<file path="src/rtl/bus_rr_xbar.sv">
// N-host / M-device bus crossbar with round-robin arbitration and base/mask decode.
// Optional response timeout with TOUT error state, enabled by defining BUS_TIMEOUT_EN.
module bus_rr_xbar #(
    parameter int NrHosts       = 2,
    parameter int NrDevices     = 3,
    parameter int DataWidth     = 32,
    parameter int AddressWidth  = 32,
    parameter int TimeoutCycles = 255
) (
    input  logic                              clk_i,
    input  logic                              rst_i,

    input  logic [NrHosts-1:0]                host_req_i,
    output logic [NrHosts-1:0]                host_gnt_o,
    input  logic [NrHosts*AddressWidth-1:0]   host_addr_i,
    input  logic [NrHosts-1:0]                host_we_i,
    input  logic [NrHosts*DataWidth/8-1:0]    host_be_i,
    input  logic [NrHosts*DataWidth-1:0]      host_wdata_i,
    output logic [NrHosts-1:0]                host_rvalid_o,
    output logic [DataWidth-1:0]              host_rdata_o,
    output logic [NrHosts-1:0]                host_err_o,

    output logic [NrDevices-1:0]              device_req_o,
    output logic [AddressWidth-1:0]           device_addr_o,
    output logic                              device_we_o,
    output logic [DataWidth/8-1:0]            device_be_o,
    output logic [DataWidth-1:0]              device_wdata_o,
    input  logic [NrDevices-1:0]              device_rvalid_i,
    input  logic [NrDevices*DataWidth-1:0]    device_rdata_i,
    input  logic [NrDevices-1:0]              device_err_i,

    input  logic [NrDevices*AddressWidth-1:0] cfg_device_addr_base_i,
    input  logic [NrDevices*AddressWidth-1:0] cfg_device_addr_mask_i
);

    localparam int HostW = (NrHosts > 1) ? $clog2(NrHosts) : 1;
    localparam int DevW  = (NrDevices > 1) ? $clog2(NrDevices) : 1;
    localparam int BeW   = DataWidth / 8;

    if (NrHosts < 1 || NrDevices < 1 || (DataWidth % 8) != 0 || TimeoutCycles < 1) begin : g_param_check
        $error("bus_rr_xbar: invalid parameter set");
    end

    typedef enum logic [1:0] {
        IDLE = 2'd0,
        WAIT = 2'd1,
        DERR = 2'd2
`ifdef BUS_TIMEOUT_EN
        , TOUT = 2'd3
`endif
    } state_t;

    state_t             state_q, state_d;
    logic [HostW-1:0]   rr_ptr_q;
    logic [HostW-1:0]   sel_host_q;
    logic [DevW-1:0]    sel_dev_q;

    // Rotate the request vector so bit 0 is the host at the pointer; lowest set bit wins.
    function automatic logic [HostW:0] rr_pick(input logic [NrHosts-1:0] req,
                                               input logic [HostW-1:0]   ptr);
        logic [2*NrHosts-1:0] dbl;
        logic [HostW:0]       res;
        int                   h;
        dbl = {req, req} >> ptr;
        res = '0;
        for (int i = NrHosts - 1; i >= 0; i--) begin
            if (dbl[i]) begin
                h = int'(ptr) + i;
                if (h >= NrHosts) h = h - NrHosts;
                res = {1'b1, HostW'(h)};
            end
        end
        return res;
    endfunction

    function automatic logic [DevW:0] addr_decode(input logic [AddressWidth-1:0]           addr,
                                                  input logic [NrDevices*AddressWidth-1:0] base,
                                                  input logic [NrDevices*AddressWidth-1:0] mask);
        logic [DevW:0] res;
        res = '0;
        for (int d = NrDevices - 1; d >= 0; d--) begin
            if ((addr & mask[d*AddressWidth +: AddressWidth]) == base[d*AddressWidth +: AddressWidth])
                res = {1'b1, DevW'(d)};
        end
        return res;
    endfunction

    logic                    arb_found;
    logic [HostW-1:0]        arb_host;
    logic                    dec_hit;
    logic [DevW-1:0]         dec_dev;
    logic [AddressWidth-1:0] g_addr;
    logic                    g_we;
    logic [BeW-1:0]          g_be;
    logic [DataWidth-1:0]    g_wdata;
    logic                    sel_rvalid;
    logic                    sel_err;
    logic [DataWidth-1:0]    sel_rdata;

    always_comb begin
        {arb_found, arb_host} = rr_pick(host_req_i, rr_ptr_q);
        g_addr  = '0;
        g_we    = 1'b0;
        g_be    = '0;
        g_wdata = '0;
        for (int h = 0; h < NrHosts; h++) begin
            if (HostW'(h) == arb_host) begin
                g_addr  = host_addr_i[h*AddressWidth +: AddressWidth];
                g_we    = host_we_i[h];
                g_be    = host_be_i[h*BeW +: BeW];
                g_wdata = host_wdata_i[h*DataWidth +: DataWidth];
            end
        end
        {dec_hit, dec_dev} = addr_decode(g_addr, cfg_device_addr_base_i, cfg_device_addr_mask_i);
    end

    // Only the latched device may complete the transaction.
    always_comb begin
        sel_rvalid = 1'b0;
        sel_err    = 1'b0;
        sel_rdata  = '0;
        for (int d = 0; d < NrDevices; d++) begin
            if (DevW'(d) == sel_dev_q) begin
                sel_rvalid = device_rvalid_i[d];
                sel_err    = device_err_i[d];
                sel_rdata  = device_rdata_i[d*DataWidth +: DataWidth];
            end
        end
    end

`ifdef BUS_TIMEOUT_EN
    localparam int CntW = $clog2(TimeoutCycles + 1);
    logic [CntW-1:0] tout_cnt_q;
    logic            tout_hit;
    assign tout_hit = (tout_cnt_q == CntW'(TimeoutCycles - 1));
`endif

    always_comb begin
        state_d        = state_q;
        host_gnt_o     = '0;
        host_rvalid_o  = '0;
        host_err_o     = '0;
        host_rdata_o   = '0;
        device_req_o   = '0;
        device_addr_o  = '0;
        device_we_o    = 1'b0;
        device_be_o    = '0;
        device_wdata_o = '0;
        if (!rst_i) begin
            case (state_q)
                IDLE: begin
                    if (arb_found) begin
                        host_gnt_o = NrHosts'(1) << arb_host;
                        if (dec_hit) begin
                            device_req_o   = NrDevices'(1) << dec_dev;
                            device_addr_o  = g_addr;
                            device_we_o    = g_we;
                            device_be_o    = g_be;
                            device_wdata_o = g_wdata;
                            state_d        = WAIT;
                        end else begin
                            state_d = DERR;
                        end
                    end
                end
                WAIT: begin
                    if (sel_rvalid) begin
                        host_rvalid_o = NrHosts'(1) << sel_host_q;
                        host_err_o    = sel_err ? (NrHosts'(1) << sel_host_q) : '0;
                        host_rdata_o  = sel_rdata;
                        state_d       = IDLE;
                    end
`ifdef BUS_TIMEOUT_EN
                    else if (tout_hit) begin
                        state_d = TOUT;
                    end
`endif
                end
                DERR: begin
                    host_rvalid_o = NrHosts'(1) << sel_host_q;
                    host_err_o    = NrHosts'(1) << sel_host_q;
                    state_d       = IDLE;
                end
`ifdef BUS_TIMEOUT_EN
                TOUT: begin
                    host_rvalid_o = NrHosts'(1) << sel_host_q;
                    host_err_o    = NrHosts'(1) << sel_host_q;
                    state_d       = IDLE;
                end
`endif
                default: state_d = IDLE;
            endcase
        end
    end

    always_ff @(posedge clk_i) begin
        if (rst_i) begin
            state_q    <= IDLE;
            rr_ptr_q   <= '0;
            sel_host_q <= '0;
            sel_dev_q  <= '0;
        end else begin
            state_q <= state_d;
            if (state_q == IDLE && arb_found) begin
                sel_host_q <= arb_host;
                sel_dev_q  <= dec_dev;
                rr_ptr_q   <= (arb_host == HostW'(NrHosts - 1)) ? '0 : arb_host + 1'b1;
            end
        end
    end

`ifdef BUS_TIMEOUT_EN
    always_ff @(posedge clk_i) begin
        if (rst_i || state_q != WAIT) begin
            tout_cnt_q <= '0;
        end else begin
            tout_cnt_q <= tout_cnt_q + 1'b1;
        end
    end
`endif

endmodule

</file>
<file path="config.mk">
export PLATFORM = sky130hd
export DESIGN_NAME = bus_rr_xbar
export DESIGN_NICKNAME = d
export VERILOG_FILES = /design/src/rtl/bus_rr_xbar.sv
export SDC_FILE = /design/constraint.sdc
export NUM_CORES = 1
export LEC_CHECK = 0
export ABC_AREA = 0
export BUFFER_PORTS_ARGS = -buffer_cell sky130_fd_sc_hd__buf_2
export CAP_MARGIN = 30
export CORE_AREA = 3 3 213 215
export DETAILED_ROUTE_END_ITERATION = 10
export DIE_AREA = 0 0 216 218
export MAX_ROUTING_LAYER = met4
export PLACE_DENSITY = 0.41
export SLEW_MARGIN = 20
export SYNTH_ARGS = -nofsm -noshare
export SYNTH_HDL_FRONTEND = slang
export SYNTH_SLANG_ARGS = --single-unit
</file>
<file path="constraint.sdc">
create_clock -name clk_i -period 4.1 [get_ports clk_i]
set_clock_uncertainty 0.2 [all_clocks]
set_input_delay 0.41 -clock clk_i [delete_from_list [all_inputs] [get_ports clk_i]]
set_output_delay 0.41 -clock clk_i [all_outputs]
set_load 0.02 [all_outputs]
</file>
Word level (Yosys, flattened, before mapping) --
Index checks and enable logic that the tools add are counted.
Word-level totals: flip-flop bits (word level) 6, bits of input ports 436, output and inout bits 110
Operators by class: add/sub/neg operators 4, magnitude comparators 2, equality and inequality tests 9, shift operators 4, mux-type cells 58, bitwise operators 3, reduce and logical (&&, ||, !) cells 4
Operators by type and width (number):
- $mux 32 | 16
- $and 32x32->32 | 3
- $eq 32x32->1 | 3
- $mux 2 | 13
- $mux 3 | 7
- $mux 4 | 5
- $mux 1 | 14
- $pmux 2 s2 | 3
- $logic_not 2->1 | 2
- $ne 2x2->1 const B | 2
- $shl 1x1->2 const A | 2
- $shr 4x1->2 | 1
- $shl 1x2->3 const A | 1
- $add 1x1->2 const B | 1
- $eq 1x2->1 const A | 1
- $eq 2x1->1 const B | 1
- $eq 2x2->1 const A | 1
- $eq 2x2->1 const B | 1
- $ge 1x2->1 const B | 1
- $ge 2x2->1 const B | 1
- $reduce_and 2->1 | 1
- $sub 1x1->1 const B | 2
- $add 1x1->1 const B | 1
- $logic_and 1x1->1 | 1

Logic depth before layout (Yosys ltp) --
depth after elaboration 16, depth in mapped cells 12, depth with buffers taken out 7

Worst setup path after synthesis --
No wires, ideal clock.
kind input to output, start point input host_req_i[0], end point output device_req_o[2], arrival 2.964 ns, slack 0.526 ns, stages on the path 12, cell sequence nor2b_1 > buf_6 > buf_6 > buf_6 > o211ai_1 > a21oi_1 > nor4b_1 > nand4_1 > or4_1 > buf_6 > buf_6 > nor4_1
Between the ends: longest elaborated chain between the ends 14, elaborated cells on any way between the ends 18
RTL lines:
- start, declared | RTL line 13 | input logic [NrHosts-1:0] host_req_i,
- $shr 4x1->2 (*) | RTL line 64 | dbl = {req, req} >> ptr;
- $mux 2 | RTL line 67 | if (dbl[i]) begin
- $mux 2 (*) | RTL line 67
- $mux 32 | RTL line 107 | if (HostW'(h) == arb_host) begin
- $and 32x32->32 | RTL line 82 | if ((addr & mask[d*AddressWidth +: AddressWidth]) == base[d*AddressWidth +: AddressWidth])
- $eq 32x32->1 | RTL line 82
- $mux 3 (3 in a row) | RTL line 82
- $shl 1x2->3 | RTL line 155 | device_req_o = NrDevices'(1) << dec_dev;
- $mux 3 | RTL line 154 | if (dec_hit) begin
- $mux 3 (*) | RTL line 152 | if (arb_found) begin
- $mux 3 (*) | RTL line 150 | case (state_q)
- $mux 3 (*) | RTL line 149 | if (!rst_i) begin
- end, declared | RTL line 23 | output logic [NrDevices-1:0] device_req_o,
Every way passes the cells marked *; elsewhere a longest branch is shown, timed or not.

Worst setup path in the final report --
start point register rr_ptr_q, end point output device_wdata_o[29]
Between the ends: longest elaborated chain between the ends 15, elaborated cells on any way between the ends 25
RTL lines:
- start, declared | RTL line 54 | logic [HostW-1:0] rr_ptr_q;
- start signal, assigned | RTL line 207 | rr_ptr_q <= (arb_host == HostW'(NrHosts - 1)) ? '0 : arb_host + 1'b1;
- $add 1x1->2 | RTL line 68 | h = int'(ptr) + i;
- $ge 2x2->1 or $sub 1x1->1 (tied branches) | RTL line 69 | if (h >= NrHosts) h = h - NrHosts;
- $mux 1 | RTL line 69
- $mux 2 | RTL line 67
- $mux 2 (*) | RTL line 67
- $mux 32 | RTL line 107
- $and 32x32->32 | RTL line 82
- $eq 32x32->1 | RTL line 82
- $mux 3 (3 in a row) | RTL line 82
- $mux 32 | RTL line 154
- $mux 32 (*) | RTL line 152
- $mux 32 (*) | RTL line 150
- $mux 32 (*) | RTL line 149
- end, declared | RTL line 27 | output logic [DataWidth-1:0] device_wdata_o,
Marks and branches as above.

==> summary.md <==
| Metric | Value |
|---|---|
| Final GP Congestion | `a little over 0.9` |
| Internal | `around 0.66 mW` |
| Outcome | `finished with violations` |
| DP Area | `between 0.01 and 0.015 mm2` |
| Layout net count | `roughly 1,900` |
| Die Y | `about 220 um` |
| TritonCTS Sinks | `6` |
| Die ar. | `0.0471 mm2` |
| Mapped Cells | `between 800 and 900` |
| Setup ws final | `-0.147 ns` |
| CTS root buffer | `clkbuf_16` |
| Sw frac | `0.476` |
| Violated checks | `setup timing` |
| Synth async-reset ratio | `0` |
| Yosys cell types | `39` |
| RSZ-0062 raised after global routing | `true` |
| TritonCTS clock tree | `yes` |
| Fmax | `roughly 240 MHz` |
| Power per Cell Area | `around 110 mW/mm2` |
| Io pins | `~550` |
| Clock power frac | `0.129` |
| Via count | `a little over 10,000` |
| Drt initial violations | `roughly 640` |
| Post-DR wirelength/cell | `25.6 um` |
| Port Buffer Count | `around 550` |
| HPWL Detailed | `41,300 um` |
| Area delta synth->final | `80.3%` |
| First-pass GRT wire length | `69,600 um` |
| # rows | `a little under 80` |
| Fin cells | `roughly 2,100` |
| Via density | `5.04` |
| Combinational share of power | `0.820` |
| CP most frequent cell | `buf_4` |
| Yosys reg bits | `6` |
| YS warnings | `0` |
| Post-place setup slack | `-0.400 ns` |
| Max_cap viols | `0` |
| Vias in the first global route | `10,100` |
| Final period utilization | `1.04` |
| Total Wirelength | `52,800 um` |
| Mapped cell area | `roughly 0.0064 mm2` |
| Final Setup Violations | `between 70 and 80` |
| Setup TNS | `-5.12 ns` |
| Worst-path clk slew | `approximately 0.040 ns` |
| Max VDD drop | `roughly 0.086 mV` |
| CP Capture Type | `output pin` |
| Count of final hold-check violations | `0` |
| Core area | `~0.044 mm2` |
| Number of synthesized flops with an enable pin | `0` |
| Later-pin clock latency in the skew report | `~0.23 ns` |
| Max-slew violations | `0` |
| Max-Slew Margin vs Limit | `0.519` |
| Hold buffer count at CTS | `0` |
| Pin count of the biggest net entering global routing | `60` |
| DRT antenna net count | `0` |
| Layout cells sized above 1 | `0.550` |
| CP max-delay cell | `or4_4` |
| Final instance area | `roughly 0.011 mm2` |
| Syn Nets | `between 1,000 and 1,500` |
| Tmin final | `4.25 ns` |
| Grt ovf | `0` |
| Reg power frac | `0.051` |
| Critical Path RT | `~3.5 ns` |
| Top_reg_cell synth | `dfxtp_1` |
| Psw | `between 0.6 and 0.7 mW` |
| Die W | `between 200 and 250 um` |
| CTS max path bufs | `2` |
| Startpoint Class | `flip-flop` |
| H-Tree Depth | `1` |
| Hold crit path type | `input pin to flip-flop` |
| Dpl cells | `between 1,500 and 2,000` |
| CTS Buf Count | `3` |
| Cell chain of the critical path | `buf_6, nor2b_4, buf_12, buf_12, o211ai_1, and3_1, nor4b_4, buf_4, nand4_1, buf_4, or4_4, buf_6, a311oi_2, buf_4` |
| GRT Overall Usage | `0.204` |
| CP max stage delay | `about 0.6 ns` |
| Initial Utilization | `0.145` |
| Router iterations before antenna repair | `5` |
| Setup CP Type | `flip-flop to output pin` |
| Least-Margin Pin Slew | `roughly 0.70 ns` |
| Arr. time, crit path | `roughly 3.6 ns` |
| Standby leakage power | `roughly 5.0 nW` |
| DR DRC count | `0` |
| Initial antenna violation count | `39` |
| Syn Area/Cell | `7.29 um2` |
| Register area share after synthesis | `0.0189` |
| Hold_ws | `0.275 ns` |
| CP max FO | `23` |
-- logic make-up after synthesis --
| logic type | count (synthesis) | synth area share |
|---|---|---|
| fa+ha+maj | 3 | 0.00590 |
| mux | 103 | 0.162 |
| simple gates | 349 | 0.322 |
| buf+inv | 103 | 0.0988 |
| flops | 6 | 0.0189 |
| compound gates | 308 | 0.393 |
-- cells in the final DEF, fill, tap and decap left out, types with 39 or more instances in the layout --
cell,n
buf_4,126
nor2_1,72
a311oi_2,61
buf_2,482
nand4_1,108
mux2i_1,103
nand3_1,39
a21oi_1,130
o211ai_1,96
and3_1,56
-- routing by layer --
metal | up-vias | GRT usage | part of all wire | wire length (um)
li1 | 4820 | - | - | -
met1 | 4952 | 0.228 | 0.39 | 20600
met2 | 535 | 0.375 | 0.51 | 27100
met3 | 71 | 0.0422 | 0.073 | 3850
met4 | 0 | 0.0466 | 0.023 | 1220
met5 | - | - | 0 | 0
-- through the flow --
stage	power, mW	utilization
floorplan	0.470	-
global placement	0.985	0.228
detailed placement	0.989	0.229
CTS	1.24	0.244
global route	1.35	0.261
finish	1.26	0.261
-- critical path: cells and delay by family (launching register included) --
family | cells | cell delay (ns)
and+or+nand+nor | 5 | 1.39
buffers and inverters | 7 | 1.24
AOI/OAI and AO/OA | 2 | 0.39
DFF | 1 | 0.35
-- power groups by stage --
| stage | logic (mW) | clock network [mW] | registers, mW |
|---|---|---|---|
| floorplan | 0.406 | 0 | 0.0637 |
| global placement | 0.920 | 0 | 0.0645 |
| detailed placement | 0.924 | 0 | 0.0646 |
| CTS | 1.01 | 0.169 | 0.0639 |
| global route | 1.12 | 0.173 | 0.0646 |
| finish | 1.04 | 0.163 | 0.0641 |
-- final timing paths --
check / start / end / slack [ns] / cells past startpoint
worst max register to register: rr_ptr_q$_SDFFE_PP0P_ / sel_dev_q[1]$_SDFFE_PP0P_ / 0.46 / 18
worst min register to register: rr_ptr_q$_SDFFE_PP0P_ / rr_ptr_q$_SDFFE_PP0P_ / 0.27 / 1
worst max-delay path: rr_ptr_q$_SDFFE_PP0P_ / device_wdata_o[29] / -0.15 / 14
worst min-delay path: rst_i / rr_ptr_q$_SDFFE_PP0P_ / 0.27 / 2
-- final cells by class --
cell class                 instances  area [um2]
timing repair buffer             662        4360
multi-input combinational        764        6080
antenna                           26        65.1
fill                            4902       32500
clock buffer                       3        75.1
sequential                         6         125
tap                              592         741
inverter                           5        20.0
-- what timing repair did --
action                     4_1_cts  5_1_grt
buffers inserted                10       11
pin swaps                       10       53
setup endpoints to repair       72       72
gates resized for setup         77       79
cloned                           5       14
-- registers in the layout (all words and copies together) (netlist names) --
signal,count
state_q,2
sel_host_q,1
sel_dev_q,2
rr_ptr_q,1
-- Yosys cell counts (3+ instances only) --
library cell	instances	area [um2]
dfxtp_1	6	120
clkbuf_1	37	139
mux2i_1	103	1030
buf_2	19	95.1
buf_6	23	259
o211ai_1	96	721
nor2_1	73	274
nor2b_1	3	18.8
or4_1	3	22.5
buf_4	12	90.1
nand2_1	7	26.3
nor4_1	12	75.1
nand4_1	108	676
a21oi_1	132	661
nand3_1	39	195
buf_1	7	26.3
ha_1	3	37.5
a311oi_2	68	1020
and3_1	57	357
nor4b_1	38	333
inv_1	4	15.0
Power figures use the tool's default switching activity.
